<file path="config.mk">
export PLATFORM = sky130hd
export DESIGN_NAME = mac_pipe
export DESIGN_NICKNAME = d
export VERILOG_FILES = /design/src/rtl/mac_pipe.sv
export SDC_FILE = /design/constraint.sdc
export NUM_CORES = 1
export LEC_CHECK = 0
export BUFFER_PORTS_ARGS = -buffer_cell sky130_fd_sc_hd__buf_2
export CAP_MARGIN = 25
export CORE_AREA = 2 2 130 183
export CTS_BUF_LIST = sky130_fd_sc_hd__clkbuf_4 sky130_fd_sc_hd__clkbuf_8 sky130_fd_sc_hd__clkbuf_16
export DETAILED_ROUTE_END_ITERATION = 10
export DIE_AREA = 0 0 132 185
export PLACE_DENSITY = 0.85
export SLEW_MARGIN = 20
export SYNTH_ARGS = -nofsm -noshare
export SYNTH_HDL_FRONTEND = slang
export SYNTH_SLANG_ARGS = --single-unit
</file>
<file path="constraint.sdc">
create_clock -name clk -period 7.9 [get_ports clk]
set_input_delay 1.58 -clock clk [delete_from_list [all_inputs] [get_ports clk]]
set_output_delay 1.58 -clock clk [all_outputs]
set_load 0.01 [all_outputs]
</file>
<file path="src/rtl/mac_pipe.sv">
// Pipelined fixed-point multiply-accumulate: streams (a, x) element pairs and
// hands the dot product to a downstream join stage with a valid/consume handshake.
module mac_pipe #(
  parameter int DATA_SIZE = 16,
  parameter int FRAC_BITS = 8,
  parameter int MAX_LEN   = 16
) (
  input  logic                 clk,
  input  logic                 rst,
  input  logic                 clear,
  input  logic                 in_valid,
  input  logic [DATA_SIZE-1:0] in_a,
  input  logic [DATA_SIZE-1:0] in_x,
  input  logic                 in_last,
  output logic                 in_ready,
  input  logic                 consume,
  output logic [DATA_SIZE-1:0] data_pipe,
  output logic                 data_ready,
  output logic                 overflow_flag,
  output logic                 len_error
);

  localparam int CW = $clog2(MAX_LEN + 1);
  localparam int PW = 2 * DATA_SIZE;
  localparam logic [CW-1:0] LAST_IDX = CW'(MAX_LEN - 1);

  typedef enum logic [1:0] {IDLE, ACCUM, DRAIN, HOLD} state_e;

  state_e state_q, state_d;

  logic [CW-1:0]        count_q;
  logic [DATA_SIZE-1:0] op_a_q, op_x_q;
  logic                 op_valid_q, op_first_q, op_last_q;
  logic [DATA_SIZE-1:0] acc_q, data_pipe_q;
  logic                 data_ready_q, overflow_q, len_error_q;

  logic                 accept, eff_last, first_elem, abort;
  logic signed [PW-1:0] prod_full, prod_shift;
  logic [DATA_SIZE-1:0] prod, sum, acc_d;
  logic                 prod_ovf, add_ovf;

  assign abort      = rst | clear;
  assign accept     = in_valid & in_ready;
  assign first_elem = (count_q == '0);
  // The MAX_LEN-th element closes the vector even without in_last.
  assign eff_last   = in_last | (count_q == LAST_IDX);

  // State register
  always_ff @(posedge clk) begin
    if (abort) state_q <= IDLE;
    else       state_q <= state_d;
  end

  // Next-state logic
  always_comb begin
    // NOTE: default first so every path assigns state_d and no latch is inferred.
    state_d = state_q;
    case (state_q)
      IDLE, ACCUM: if (accept) state_d = eff_last ? DRAIN : ACCUM;
      DRAIN:       state_d = HOLD;
      HOLD:        if (consume) state_d = IDLE;
      default:     state_d = IDLE;
    endcase
  end

  // Output logic
  always_comb begin
    in_ready = 1'b0;
    case (state_q)
      IDLE, ACCUM: in_ready = 1'b1;
      default:     in_ready = 1'b0;
    endcase
  end

  // Product of the registered operands, rescaled back to FRAC_BITS.
  assign prod_full  = PW'($signed(op_a_q)) * PW'($signed(op_x_q));
  assign prod_shift = prod_full >>> FRAC_BITS;
  assign prod       = prod_shift[DATA_SIZE-1:0];
  assign prod_ovf   = !((&prod_shift[PW-1:DATA_SIZE-1]) || !(|prod_shift[PW-1:DATA_SIZE-1]));
  assign sum        = acc_q + prod;
  assign add_ovf    = !op_first_q && (acc_q[DATA_SIZE-1] == prod[DATA_SIZE-1])
                      && (sum[DATA_SIZE-1] != prod[DATA_SIZE-1]);
  assign acc_d      = op_first_q ? prod : sum;

  // Operand payload carries no reset; op_valid_q alone qualifies it.
  always_ff @(posedge clk) begin
    // NOTE: non-blocking assignments so every register samples pre-edge values.
    if (accept && !abort) begin
      op_a_q     <= in_a;
      op_x_q     <= in_x;
      op_last_q  <= eff_last;
      op_first_q <= first_elem;
    end
  end

  always_ff @(posedge clk) begin
    if (abort) begin
      op_valid_q   <= 1'b0;
      count_q      <= '0;
      acc_q        <= '0;
      data_pipe_q  <= '0;
      data_ready_q <= 1'b0;
      overflow_q   <= 1'b0;
      len_error_q  <= 1'b0;
    end else begin
      op_valid_q <= accept;
      if (accept) begin
        count_q <= count_q + CW'(1);
        if (first_elem) begin
          overflow_q  <= 1'b0;
          len_error_q <= 1'b0;
        end
        if (!in_last && count_q == LAST_IDX) len_error_q <= 1'b1;
      end
      if (op_valid_q) begin
        acc_q <= acc_d;
        if (prod_ovf || add_ovf) overflow_q <= 1'b1;
        if (op_last_q) begin
          data_pipe_q  <= acc_d;
          data_ready_q <= 1'b1;
        end
      end
      if (state_q == HOLD && consume) begin
        data_ready_q <= 1'b0;
        count_q      <= '0;
      end
    end
  end

  assign data_pipe     = data_pipe_q;
  assign data_ready    = data_ready_q;
  assign overflow_flag = overflow_q;
  assign len_error     = len_error_q;

endmodule

</file>
== Yosys cells after proc, flatten, opt, wreduce, memory -nomap -nowiden ==
Index checks and enable logic that the tools add are counted.

* RAM bits: 0
* Word-level logic and storage cells: 60
* Memories: 0
* Bits in read-only memories: 0
* Bits in latches: 0
* Register bits: 77
* Output and inout port bits: 20
* Input bits: 38

* Reductions and logical operators: 22
* Multiplexer cells: 12
* Equal/unequal tests: 8
* $add $sub $neg: 2
* Divide/modulo/power cells: 0
* Shift-type cells: 0
* Multipliers: 1
* $lt $le $gt $ge: 0
* Bitwise operators: 3

{| class="wikitable"
|+ Operators with widths
! kind !! count
|-
| 16-bit by 16-bit multiplier with 32-bit output || 1
|-
| 16-bit adder || 1
|-
| 16-bit 2-to-1 mux || 1
|-
| 9-bit AND reduction || 1
|-
| 9-bit OR reduction || 1
|-
| 1-bit 2-to-1 mux || 7
|-
| 2-bit 2-to-1 mux || 3
|-
| 2-bit case mux with 3 select lines || 1
|-
| 2-bit AND reduction || 3
|-
| 5-bit by 1-bit adder with 5-bit output, second input constant || 1
|-
| 5-bit by 4-bit equality test with 1-bit output, second input constant || 1
|-
| 1-bit logical AND || 5
|-
| 1-bit logical NOT || 5
|-
| 5-bit logical NOT || 1
|-
| 2-bit equality test, second input constant || 2
|-
| 2-bit inequality test, second input constant || 2
|-
| 2-bit OR reduction || 2
|-
| 2-bit by 1-bit equality test with 1-bit output, second input constant || 1
|-
| 2-bit logical NOT || 1
|-
| 1-bit logical OR || 2
|-
| 1-bit bitwise OR || 2
|-
| 2-bit nonzero test || 1
|-
| 1-bit AND || 1
|-
| 1-bit equality test || 1
|-
| 1-bit inequality test || 1
|}

== Logic depth before layout (Yosys ltp) ==
Gate-level depths: netlist of run 1.

* Word-level depth: 8
* Depth in mapped cells: 30

== Least setup slack after synthesis of run 1 ==
Ideal clock, no wire load.

* Path type: flip-flop to flip-flop
* Start: reg op_x_q[1]
* End: reg acc_q[15]
* Setup slack: 0.668 ns
* Stages on the path, launching flop included: 29
* Data required time: 7.780 ns
* Period minus slack after synthesis: 7.232 ns
* Arrival: 7.112 ns
* Path buffers: 1
* Cell sequence: edfxtp_1 clkbuf_1 nand2_1 fa_1 fa_1 fa_1 inv_1 ha_1 fa_1 inv_1 fa_1 inv_1 ha_1 nand2_1 o311ai_1 a21oi_1 o21ai_0 a31oi_1 xnor2_1 ha_1 a21o_1 a21oi_1 nor2b_1 o21a_1 a211o_1 a31oi_1 xnor2_1 nor4b_1 a211o_1

* Longest elaborated chain between the ends: 3

{| class="wikitable"
|+ Ends and longest elaborated chain
! element !! RTL line !! RTL
|-
| start: declaration || 32 || <nowiki>logic [DATA_SIZE-1:0] op_a_q, op_x_q;</nowiki>
|-
| start signal: assignment || 90 || <nowiki>op_x_q <= in_x;</nowiki>
|-
| 16-bit by 16-bit multiplier with 32-bit output * || 76 || <nowiki>assign prod_full = PW'($signed(op_a_q)) * PW'($signed(op_x_q));</nowiki>
|-
| 16-bit adder || 80 || <nowiki>assign sum = acc_q + prod;</nowiki>
|-
| 16-bit 2-to-1 mux * || 83 || <nowiki>assign acc_d = op_first_q ? prod : sum;</nowiki>
|-
| end signal: assignment || 100 || <nowiki>acc_q <= '0;</nowiki>
|-
| end signal: assignment || 116 || <nowiki>acc_q <= acc_d;</nowiki>
|-
| end: declaration || 34 || <nowiki>logic [DATA_SIZE-1:0] acc_q, data_pipe_q;</nowiki>
|}

Mark *: on every way between the ends. The rest lies on a longest branch, timed or not.
A chain may end at the register's enable or synchronous reset.

== Worst setup path in the final report of run 1 ==
* Start: reg op_a_q[8]
* End: reg acc_q[15]

* Longest elaborated chain between the ends: 3

{| class="wikitable"
|+ Ends and longest elaborated chain
! element !! RTL line !! RTL
|-
| start: declaration || 32 ||
|-
| start signal: assignment || 89 || <nowiki>op_a_q <= in_a;</nowiki>
|-
| 16-bit by 16-bit multiplier with 32-bit output * || 76 ||
|-
| 16-bit adder || 80 ||
|-
| 16-bit 2-to-1 mux * || 83 ||
|}

Marked as above.

==> qor.yml, run 1 <==
synthFlopType: "dfxtp_1"
fp.dieW_um: 132
path_clk_slew_ns: 0.07
die_h_um: 185
crit_path_end_kind: "flop"
worstSetupStartpointType: "flop"
die-area_um2: 24420
yosysTopAreaCell: "fa_1"
coreArea_um2: 22870
syn_area_um2: 13440
clock_path_buffers: 2
yosys_warnings: 0
avgViaCountPerCell: 5.656
cts-buffers-inserted: 9
maxSlewHeadroom: 0.4654
place_hpwl_um: 26120
worst_pin_slew_ns: 0.8019
rows: 66
crit_type: "flop to flop"
routed_wl_um: 32480
max_freq_ghz: 0.1306
report.final.slew_viol_count: 0
clock-sinks: 77
status: "finished clean"
nNetsFinal: 1917
synth_edf_count: 34
routedWlPerCell_um: 17.75
gr-total-overflow: 0
yosys.cell_types.count: 62
synth_top_area_share: 0.3902
drt_iter0_markers: 626
dr.pass1.iters: 5
start_util: 0.5876
antenna_found_initial: 0
route.vias.total: 10350
final_layout_size_suffix_gt1_frac: 0.1017
synth_nets: 1844
syn_inst: 1446
fin_skew_ns: 0.01601
worstPathArrival_ns: 7.89
min_period_ns: 7.659
synthTopCellsByCount: "inv_1, fa_1, nand2_1"
yosysSeqAreaShare: 0.1400
drv_cap: 0
yosys-top-cells-area: "fa_1, ha_1, inv_1"
avgSynthCellArea_um2: 9.296
tns_ns: 0
cts_tree: "built"
gp_congestion: 0.9182
min_path_type: "flop to flop"
path_max_fanout: 13
worstSkewPairLatency_ns: 0.35
ios: 58
fill_cells: 1684
async_flop_share: 0
grt_max_degree: 35
yosysMostFrequentCell: "inv_1"
drtAntennaViolNets: 0
syn2layout_area_growth_pct: 9.615
grt_usage: 0.2706
grt_pass1_vias: 11150
grt_pass1_wl_um: 52670
setup-violations-final: 0
io_buffers: 57
critPathRequiredTime_ns: 8.13
final-hold-violation-count: 0
antenna_cells: 0
root_buffer: "clkbuf_16"
fin_crit_sh: 0.9694
ys_seq_elements: 77
drc_errors: 0
htree_levels: 3
==> cell usage in the layout (no fill, tap or decap), types with 34 or more instances in the layout <==
| cell type | synthesis | layout |
|---|---|---|
| buf_4 | 0 | 54 |
| a21oi_1 | 42 | 39 |
| inv_1 | 320 | 320 |
| buf_2 | 1 | 57 |
| fa_1 | 262 | 261 |
| edfxtp_1 | 34 | 34 |
| and2_1 | 134 | 134 |
| ha_1 | 98 | 96 |
| nand2_1 | 143 | 143 |
| dfxtp_1 | 43 | 43 |
| nor2_1 | 63 | 63 |
==> sequential cells by signal, summed over array words and instances, names as in the netlist, 2 cells and up <==
| name | flops |
|---|---|
| acc_q | 16 |
| op_x_q | 16 |
| count_q | 5 |
| state_q | 2 |
| op_a_q | 16 |
| data_pipe | 16 |
==> timing repair <==
| item | CTS | global route |
|---|---|---|
| hold buffers | 0 | 0 |
| endpoints found under the setup margin | 3 | 7 |
| gates resized for setup | 1 | 16 |
| buffers inserted | 5 | 30 |
| pin swaps | 0 | 2 |
==> cells by family (layout without fill, tap and decap cells) <==
logic type	after synthesis	count (layout)	synth area share
xor gates and xnor gates	45	45	0.03035
adders and majority gates	360	360	0.4814
DFF	77	77	0.1400
and+or+nand+nor	411	411	0.1541
AOI/OAI and AO/OA	167	167	0.07987
muxes	12	12	0.008936
buffers and inverters	374	452	0.1053
==> metrics by stage <==
step / utilization / std cells / hold slack, ns / setup slack [ns] / area (um^2)
floorplan: - / 1446 / 0.4671 / 0.6681 / 13440
global placement: 0.6145 / 1777 / 0.4524 / 0.2383 / 14060
detailed placement: 0.6145 / 1777 / 0.4654 / -0.1119 / 14060
CTS: 0.6287 / 1798 / 0.4786 / 0.004763 / 14380
global route: 0.6441 / 1830 / 0.5046 / -0.06811 / 14730
finish: 0.6441 / 1830 / 0.4793 / 0.2414 / 14730
==> worst max-delay path: stages, from the launching register on <==
cell and delay (ns):
edfxtp_1 0.49, buf_4 0.24, and2_1 0.21, fa_1 0.55
inv_1 0.05, fa_1 0.46, fa_1 0.52, inv_1 0.05
fa_1 0.49, fa_1 0.55, fa_1 0.45, ha_2 0.40
nand3_1 0.12, and2_1 0.20, o21ai_1 0.12, a31oi_1 0.14
buf_4 0.16, o21bai_1 0.18, xor2_1 0.28, ha_1 0.33
nand3_1 0.11, nor2_1 0.05, and3_1 0.19, a211o_1 0.33
a31oi_2 0.27, xnor2_1 0.19, nand2_1 0.11, a211o_1 0.28
==> final cells by class <==
class / count / area (um^2) / area share
Clock inverter: 6 / 46.29 / 0.003142
Multi-Input combinational cell: 995 / 10220 / 0.6940
Sequential cell: 77 / 1882 / 0.1277
Timing Repair Buffer: 115 / 760.7 / 0.05163
Clock buffer: 10 / 232.7 / 0.01579
Inverter: 321 / 1205 / 0.08178
Tap cell: 306 / 382.9 / 0.02599
==> per-layer routing <==
layer  GRT usage  vias up  wire length (um)
li1            -     4602                 -
met1      0.3099     5145             11480
met2      0.4977      478             17330
met3     0.04050      126              2188
met4      0.1257        0              1472
met5           0        -                 0
==> worst paths after layout <==
| path | from | end | slack (ns) | cells after the start |
|---|---|---|---|---|
| worst max-delay path | op_a_q[8]$_DFFE_PP_ | acc_q[15]$_SDFFE_PN0P_ | 0.24 | 27 |
| worst min-delay path | data_pipe[2]$_SDFFE_PN0P_ | data_pipe[2]$_SDFFE_PN0P_ | 0.48 | 2 |
| worst max register to register | op_a_q[8]$_DFFE_PP_ | acc_q[15]$_SDFFE_PN0P_ | 0.24 | 27 |
| worst min register to register | data_pipe[2]$_SDFFE_PN0P_ | data_pipe[2]$_SDFFE_PN0P_ | 0.48 | 2 |
Power of run 1 is left out: the tool's default activity adds up to more than one toggle a clock period on the data nets, which glitch-free logic cannot reach.
==> inputs of run 2 (changes only) <==
--- a/config.mk
+++ b/config.mk
@@ -7,11 +7,11 @@
 export LEC_CHECK = 0
 export BUFFER_PORTS_ARGS = -buffer_cell sky130_fd_sc_hd__buf_2
 export CAP_MARGIN = 25
-export CORE_AREA = 2 2 130 183
+export CORE_AREA = 2 2 131 184
 export CTS_BUF_LIST = sky130_fd_sc_hd__clkbuf_4 sky130_fd_sc_hd__clkbuf_8 sky130_fd_sc_hd__clkbuf_16
 export DETAILED_ROUTE_END_ITERATION = 10
-export DIE_AREA = 0 0 132 185
-export PLACE_DENSITY = 0.85
+export DIE_AREA = 0 0 133 186
+export PLACE_DENSITY = 0.87
 export SLEW_MARGIN = 20
 export SYNTH_ARGS = -nofsm -noshare
 export SYNTH_HDL_FRONTEND = slang
==> constraint.sdc (replaced) <==
create_clock -name clk -period 6.31 [get_ports clk]
set_input_delay 1.262 -clock clk [delete_from_list [all_inputs] [get_ports clk]]
set_output_delay 1.262 -clock clk [all_outputs]
set_load 0.01 [all_outputs]
==> run 2 against run 1 <==
The flow now finishes with violations (DRC, setup timing). Sequential share of layout area fell by 1.8 points. Setup slack got worse by 2.3 ns. Global-route usage grew 11 points. Core utilization grew 9.9 points. First-iteration DRC count grew to 3.0 times the previous value.
==> qor.yml, run 2 (same netlist as run 1, synthesis figures left out) <==
dr.pass1.iters: 11  # +6
crit_type: "flop to flop"
antenna_cells: 0  # unchanged
report.final.slew_viol_count: 0  # unchanged
rsz0062_at_grt: "yes"
placed_cell_area_um2: 15640  # +11%
highest-signal-layer: "met4"
stdcell_count: 2041  # +12%
max_freq_ghz: 0.1192  # -8.7%
min_path_type: "flop to flop"
antenna_found_initial: 0  # unchanged
htree_levels: 3  # unchanged
met1_length_um: 16090  # +40%
grt_pass1_wl_um: 72140  # +37%
ff2ff_setup_slack_ns: -2.08  # -2.32 ns
worstPathArrival_ns: 8.59  # +0.70 ns
nNetsFinal: 2128  # +11%
critPathRequiredTime_ns: 6.51  # -1.62 ns
avgViaCountPerCell: 6.664  # +18%
routedWlPerCell_um: 27.42  # +54%
grt_usage: 0.3836  # +0.1130
setup-violations-final: 29  # +29
path_max_fanout: 7  # -6
final_cell_mix: "inv_1, fa_1, buf_4"
worst_r2r_endpoint: "acc_q[14]$_SDFFE_PN0P_"
path_clk_slew_ns: 0.07  # about the same
final_common_cell: "inv_1"
status: "complete, but fails checks"
dp.cells: 1959  # +10%
root_buffer: "clkbuf_16"
syn2layout_area_growth_pct: 27.30
place_ws_ns: -0.9556  # -0.8437 ns
rows: 66  # unchanged
die-area_um2: 24740  # +1.3%
gp_congestion: 0.9870  # +7.5%
die_h_um: 186  # +0.54%
violations: "DRC, setup timing"
final-hold-violation-count: 0  # unchanged
min_from: "data_pipe[2]$_SDFFE_PN0P_"
io_buffers: 57  # unchanged
setup_slack_ns: -2.079  # -2.320 ns
reg2reg_depth: 25  # -7.4%
worstHoldPathCells: 2  # unchanged
drt_iter0_markers: 1869  # +200%
coreArea_um2: 23040  # +0.72%
start_util: 0.5834  # -0.004212
crit_path_end_kind: "flop"
clock-sinks: 77  # unchanged
routed-wl-met3_um: 7604  # +250%
grt_max_degree: 35  # unchanged
worstSetupStartpointType: "flop"
met2WireLength_um: 24950  # +44%
ios: 58  # unchanged
worstSkewPairLatency_ns: 0.36  # about the same
maxSlewHeadroom: 0.4020  # -0.06346
min_period_ns: 8.389  # +0.7301 ns
gr-total-overflow: 0  # unchanged
routed_wl_um: 55960  # +72%
worst_pin_slew_ns: 0.8831  # +0.08124 ns
clock_path_buffers: 2  # unchanged
drtAntennaViolNets: 0  # unchanged
cts-buffers-inserted: 9  # unchanged
drc_errors: 13  # +13
cts_tree: "built"
fin_skew_ns: 0.01379  # -0.002221 ns
grt_pass1_vias: 13970  # +25%
fp.dieW_um: 133  # +0.76%
fin_crit_sh: 1.329  # +0.3600
fin_area_um2: 17110  # +16%
final_layout_size_suffix_gt1_frac: 0.2715  # +0.1698
place_hpwl_um: 30350  # +16%
hold_end: "data_pipe[2]$_SDFFE_PN0P_"
route.vias.total: 13600  # +31%
timing.rr.start: "op_a_q[14]$_DFFE_PP_"
final_util: 0.7427  # +0.09857
drv_cap: 0  # unchanged
## run 2: repair_timing
item	CTS	global route
pin swaps	39	57
hold buffers	0	0
endpoints found under the hold margin	0	0
gates cloned	0	0
resized for setup	87	56
buffers inserted	37	29
endpoints found under the setup margin	25	29
## run 2: critical path: stages, from the launching register on
cell and delay, ns:
edfxtp_1 0.54, nand2_1 0.30, fa_1 0.67, fa_2 0.46, fa_1 0.56, inv_2 0.06
fa_1 0.54, fa_1 0.58, inv_1 0.09, fa_1 0.38, inv_1 0.33, ha_4 0.31
nand4_4 0.14, or2_1 0.18, or3b_4 0.42, a31oi_4 0.23, buf_4 0.18, o21ai_1 0.10
xor2_1 0.23, ha_1 0.31, buf_4 0.17, nor2_1 0.38, o311ai_1 0.40, a31o_2 0.32
a31oi_2 0.25, a21oi_1 0.11
## run 2: layout make-up
type	count	area (um^2)
sequential	77	1883
timing repair buffer	326	2452
inverter	321	1209
clock inverter	4	77.57
tap	306	382.9
clock buffer	12	265.3
fill	1208	5928
multi-input combinational	995	10840
## run 2: worst max path at each step
stage,startpoint,endpoint
CTS,op_x_q[5]$_DFFE_PP_,acc_q[15]$_SDFFE_PN0P_
global route,op_x_q[4]$_DFFE_PP_,acc_q[14]$_SDFFE_PN0P_
global placement,op_a_q[7]$_DFFE_PP_,acc_q[15]$_SDFFE_PN0P_
floorplan,op_x_q[4]$_DFFE_PP_,acc_q[15]$_SDFFE_PN0P_
finish,op_a_q[14]$_DFFE_PP_,acc_q[14]$_SDFFE_PN0P_
detailed placement,op_a_q[7]$_DFFE_PP_,acc_q[15]$_SDFFE_PN0P_
## run 2: stage by stage
stage                     hold slack (ns)  setup TNS, ns
after global routing               0.5196         -32.21
after global placement             0.4488         -9.973
after floorplan                    0.4665         -2.193
after detailed placement           0.4547         -13.20
after CTS                          0.4668         -10.65
final                              0.4885         -30.12
## run 2: routing by layer
metal,track usage,up-vias
met1,0.3947,6284
met2,0.6603,1572
met4,0.3269,0
met3,0.08987,712
li1,-,5034
met5,0,-
Power of run 2 is left out for the same reason.
==> inputs of run 3 (changes only) <==
--- a/config.mk
+++ b/config.mk
@@ -7,11 +7,12 @@
 export LEC_CHECK = 0
 export BUFFER_PORTS_ARGS = -buffer_cell sky130_fd_sc_hd__buf_2
 export CAP_MARGIN = 25
-export CORE_AREA = 2 2 131 184
+export CORE_AREA = 2 2 199 280
 export CTS_BUF_LIST = sky130_fd_sc_hd__clkbuf_4 sky130_fd_sc_hd__clkbuf_8 sky130_fd_sc_hd__clkbuf_16
+export CTS_CLUSTER_SIZE = 28
 export DETAILED_ROUTE_END_ITERATION = 10
-export DIE_AREA = 0 0 133 186
-export PLACE_DENSITY = 0.87
+export DIE_AREA = 0 0 201 282
+export PLACE_DENSITY = 0.48
 export SLEW_MARGIN = 20
 export SYNTH_ARGS = -nofsm -noshare
 export SYNTH_HDL_FRONTEND = slang
==> run 3 against run 2 <==
The run ends with setup timing left. Non-clock buffer count up 3. Register-to-register slack better by 1.4 ns. First-iteration DRC count down 85%. Global-route usage down 25 points. Count of clock-buffer cells in the layout down 2.
==> qor.yml, run 3 (same netlist as run 1, synthesis figures left out) <==
status: "complete, but fails checks"
violations: "setup timing"
clock-sinks: 77  # unchanged
clock_path_buffers: 2  # unchanged
stdcell_count: 2459  # +20%
min_path_type: "flop to flop"
gp_congestion: 0.8470  # -14%
cts_tree: "built"
dp.cells: 2401  # +23%
avgViaCountPerCell: 4.238  # -36%
path_clk_slew_ns: 0.07  # about the same
die_h_um: 282  # +52%
crit_path_end_kind: "flop"
drv_cap: 0  # unchanged
htree_levels: 3  # unchanged
final_layout_size_suffix_gt1_frac: 0.2716  # about the same
grt_usage: 0.1346  # -0.2490
min_period_ns: 6.975  # -1.413 ns
cp_slowest_stage_delay_ns: 0.54  # -0.13 ns
grt_pass1_wl_um: 60810  # -16%
drtAntennaViolNets: 0  # unchanged
fin_crit_sh: 1.105  # -0.2240
crit_type: "flop to flop"
final-hold-violation-count: 0  # unchanged
grt_busiest_layer: "met2"
grt_max_degree: 35  # unchanged
rows: 101  # +53%
worstPathArrival_ns: 7.23  # -1.36 ns
final_common_cell: "inv_1"
drt_iter0_markers: 285  # -85%
setup_slack_ns: -0.6655  # +1.413 ns
final_cell_mix: "inv_1, fa_1, buf_4"
syn2layout_area_growth_pct: 32.25
routedWlPerCell_um: 14.42  # -47%
grt_pass1_vias: 11770  # -16%
place_hpwl_um: 30830  # +1.6%
start_util: 0.2491  # -0.3343
root_buffer: "clkbuf_16"
path_max_fanout: 7  # unchanged
report.final.slew_viol_count: 0  # unchanged
grt_use_met2: 0.2598  # -0.4005
worstSkewPairLatency_ns: 0.37  # about the same
hold_ws_ns: 0.4692  # -0.01925 ns
worstSetupStartpointType: "flop"
cts-buffers-inserted: 9  # unchanged
cts_hold_buf: 0  # unchanged
nNetsFinal: 2131  # +0.14%
rsz0062_at_grt: "yes"
antenna_found_initial: 0  # unchanged
worst_pin_slew_ns: 0.9803  # +0.09719 ns
die-area_um2: 56680  # +130%
coreArea_um2: 53960  # +130%
io_buffers: 57  # unchanged
gr-total-overflow: 0  # unchanged
maxSlewHeadroom: 0.3465  # -0.05549
routed_wl_um: 35470  # -37%
max_freq_ghz: 0.1434  # +20%
route.vias.total: 10420  # -23%
antenna_cells: 0  # unchanged
dr.pass1.iters: 4  # -7
slowest_stage: "fa_2"
drc_errors: 0  # -13
fin_area_um2: 17780  # +3.9%
fin_skew_ns: 0.01441  # +0.0006141 ns
met1_usage: 0.1538  # -0.2409
ios: 58  # unchanged
fp.dieW_um: 201  # +51%
placed_cell_area_um2: 16520  # +5.6%
gr-usage-met3: 0.01237  # -0.07750
setup-violations-final: 21  # -28%
critPathRequiredTime_ns: 6.57  # +0.06 ns
## run 3: cell count changes in the layout (fill, tap and decap cells not counted), moves of 3 or more
cell	previous run	this run
buf_6	22	17
and2_1	125	122
fa_2	15	7
buf_12	5	17
inv_1	304	309
fa_1	247	255
inv_2	16	12
ha_1	80	76
## run 3: area by class of cell
type                       count  area (um^2)
clock buffer                  10        239.0
clock inverter                 6        42.54
fill                        5589        36180
inverter                     321         1205
multi-input combinational    995        10900
sequential                    77         1882
tap                          721        902.1
timing repair buffer         329         2611
## run 3: metrics by stage
| step | setup TNS (ns) | setup WS (ns) | util |
|---|---|---|---|
| finish | -7.921 | -0.6655 | 0.3294 |
| global route | -14.77 | -0.9464 | 0.3294 |
| CTS | -7.613 | -0.6653 | 0.3270 |
| detailed placement | -14.18 | -1.034 | 0.3061 |
| global placement | -14.27 | -0.9170 | 0.3058 |
| floorplan | -2.193 | -0.4810 | - |
## run 3: critical path, delay by kind of cell, from the launching register on
family,cells,cell delay [ns]
adders and majority gates,8,3.43
AOI/OAI and AO/OA,7,1.31
buffers and inverters,8,0.75
and+or+nand+nor,3,0.65
DFF,1,0.40
xor gates and xnor gates,2,0.30
## run 3: repair_timing
action,4_1_cts,5_1_grt
endpoints found under the setup margin,25,25
setup buffers,36,8
resized for setup,120,16
pin swaps,63,11
## run 3: final timing paths
kind | startpoint | end | slack (ns) | depth (start not counted)
max | op_x_q[4]$_DFFE_PP_ | acc_q[15]$_SDFFE_PN0P_ | -0.67 | 28
min | data_pipe[2]$_SDFFE_PN0P_ | data_pipe[2]$_SDFFE_PN0P_ | 0.47 | 2
max reg2reg | op_x_q[4]$_DFFE_PP_ | acc_q[15]$_SDFFE_PN0P_ | -0.67 | 28
min reg2reg | data_pipe[2]$_SDFFE_PN0P_ | data_pipe[2]$_SDFFE_PN0P_ | 0.47 | 2
## run 3: per-layer routing
metal  vias up  part of all wire
li1       5039                 -
met1      5212              0.40
met2       120              0.55
met3        50             0.018
met4         0             0.031
met5         -                 0
Power of run 3 is left out for the same reason.
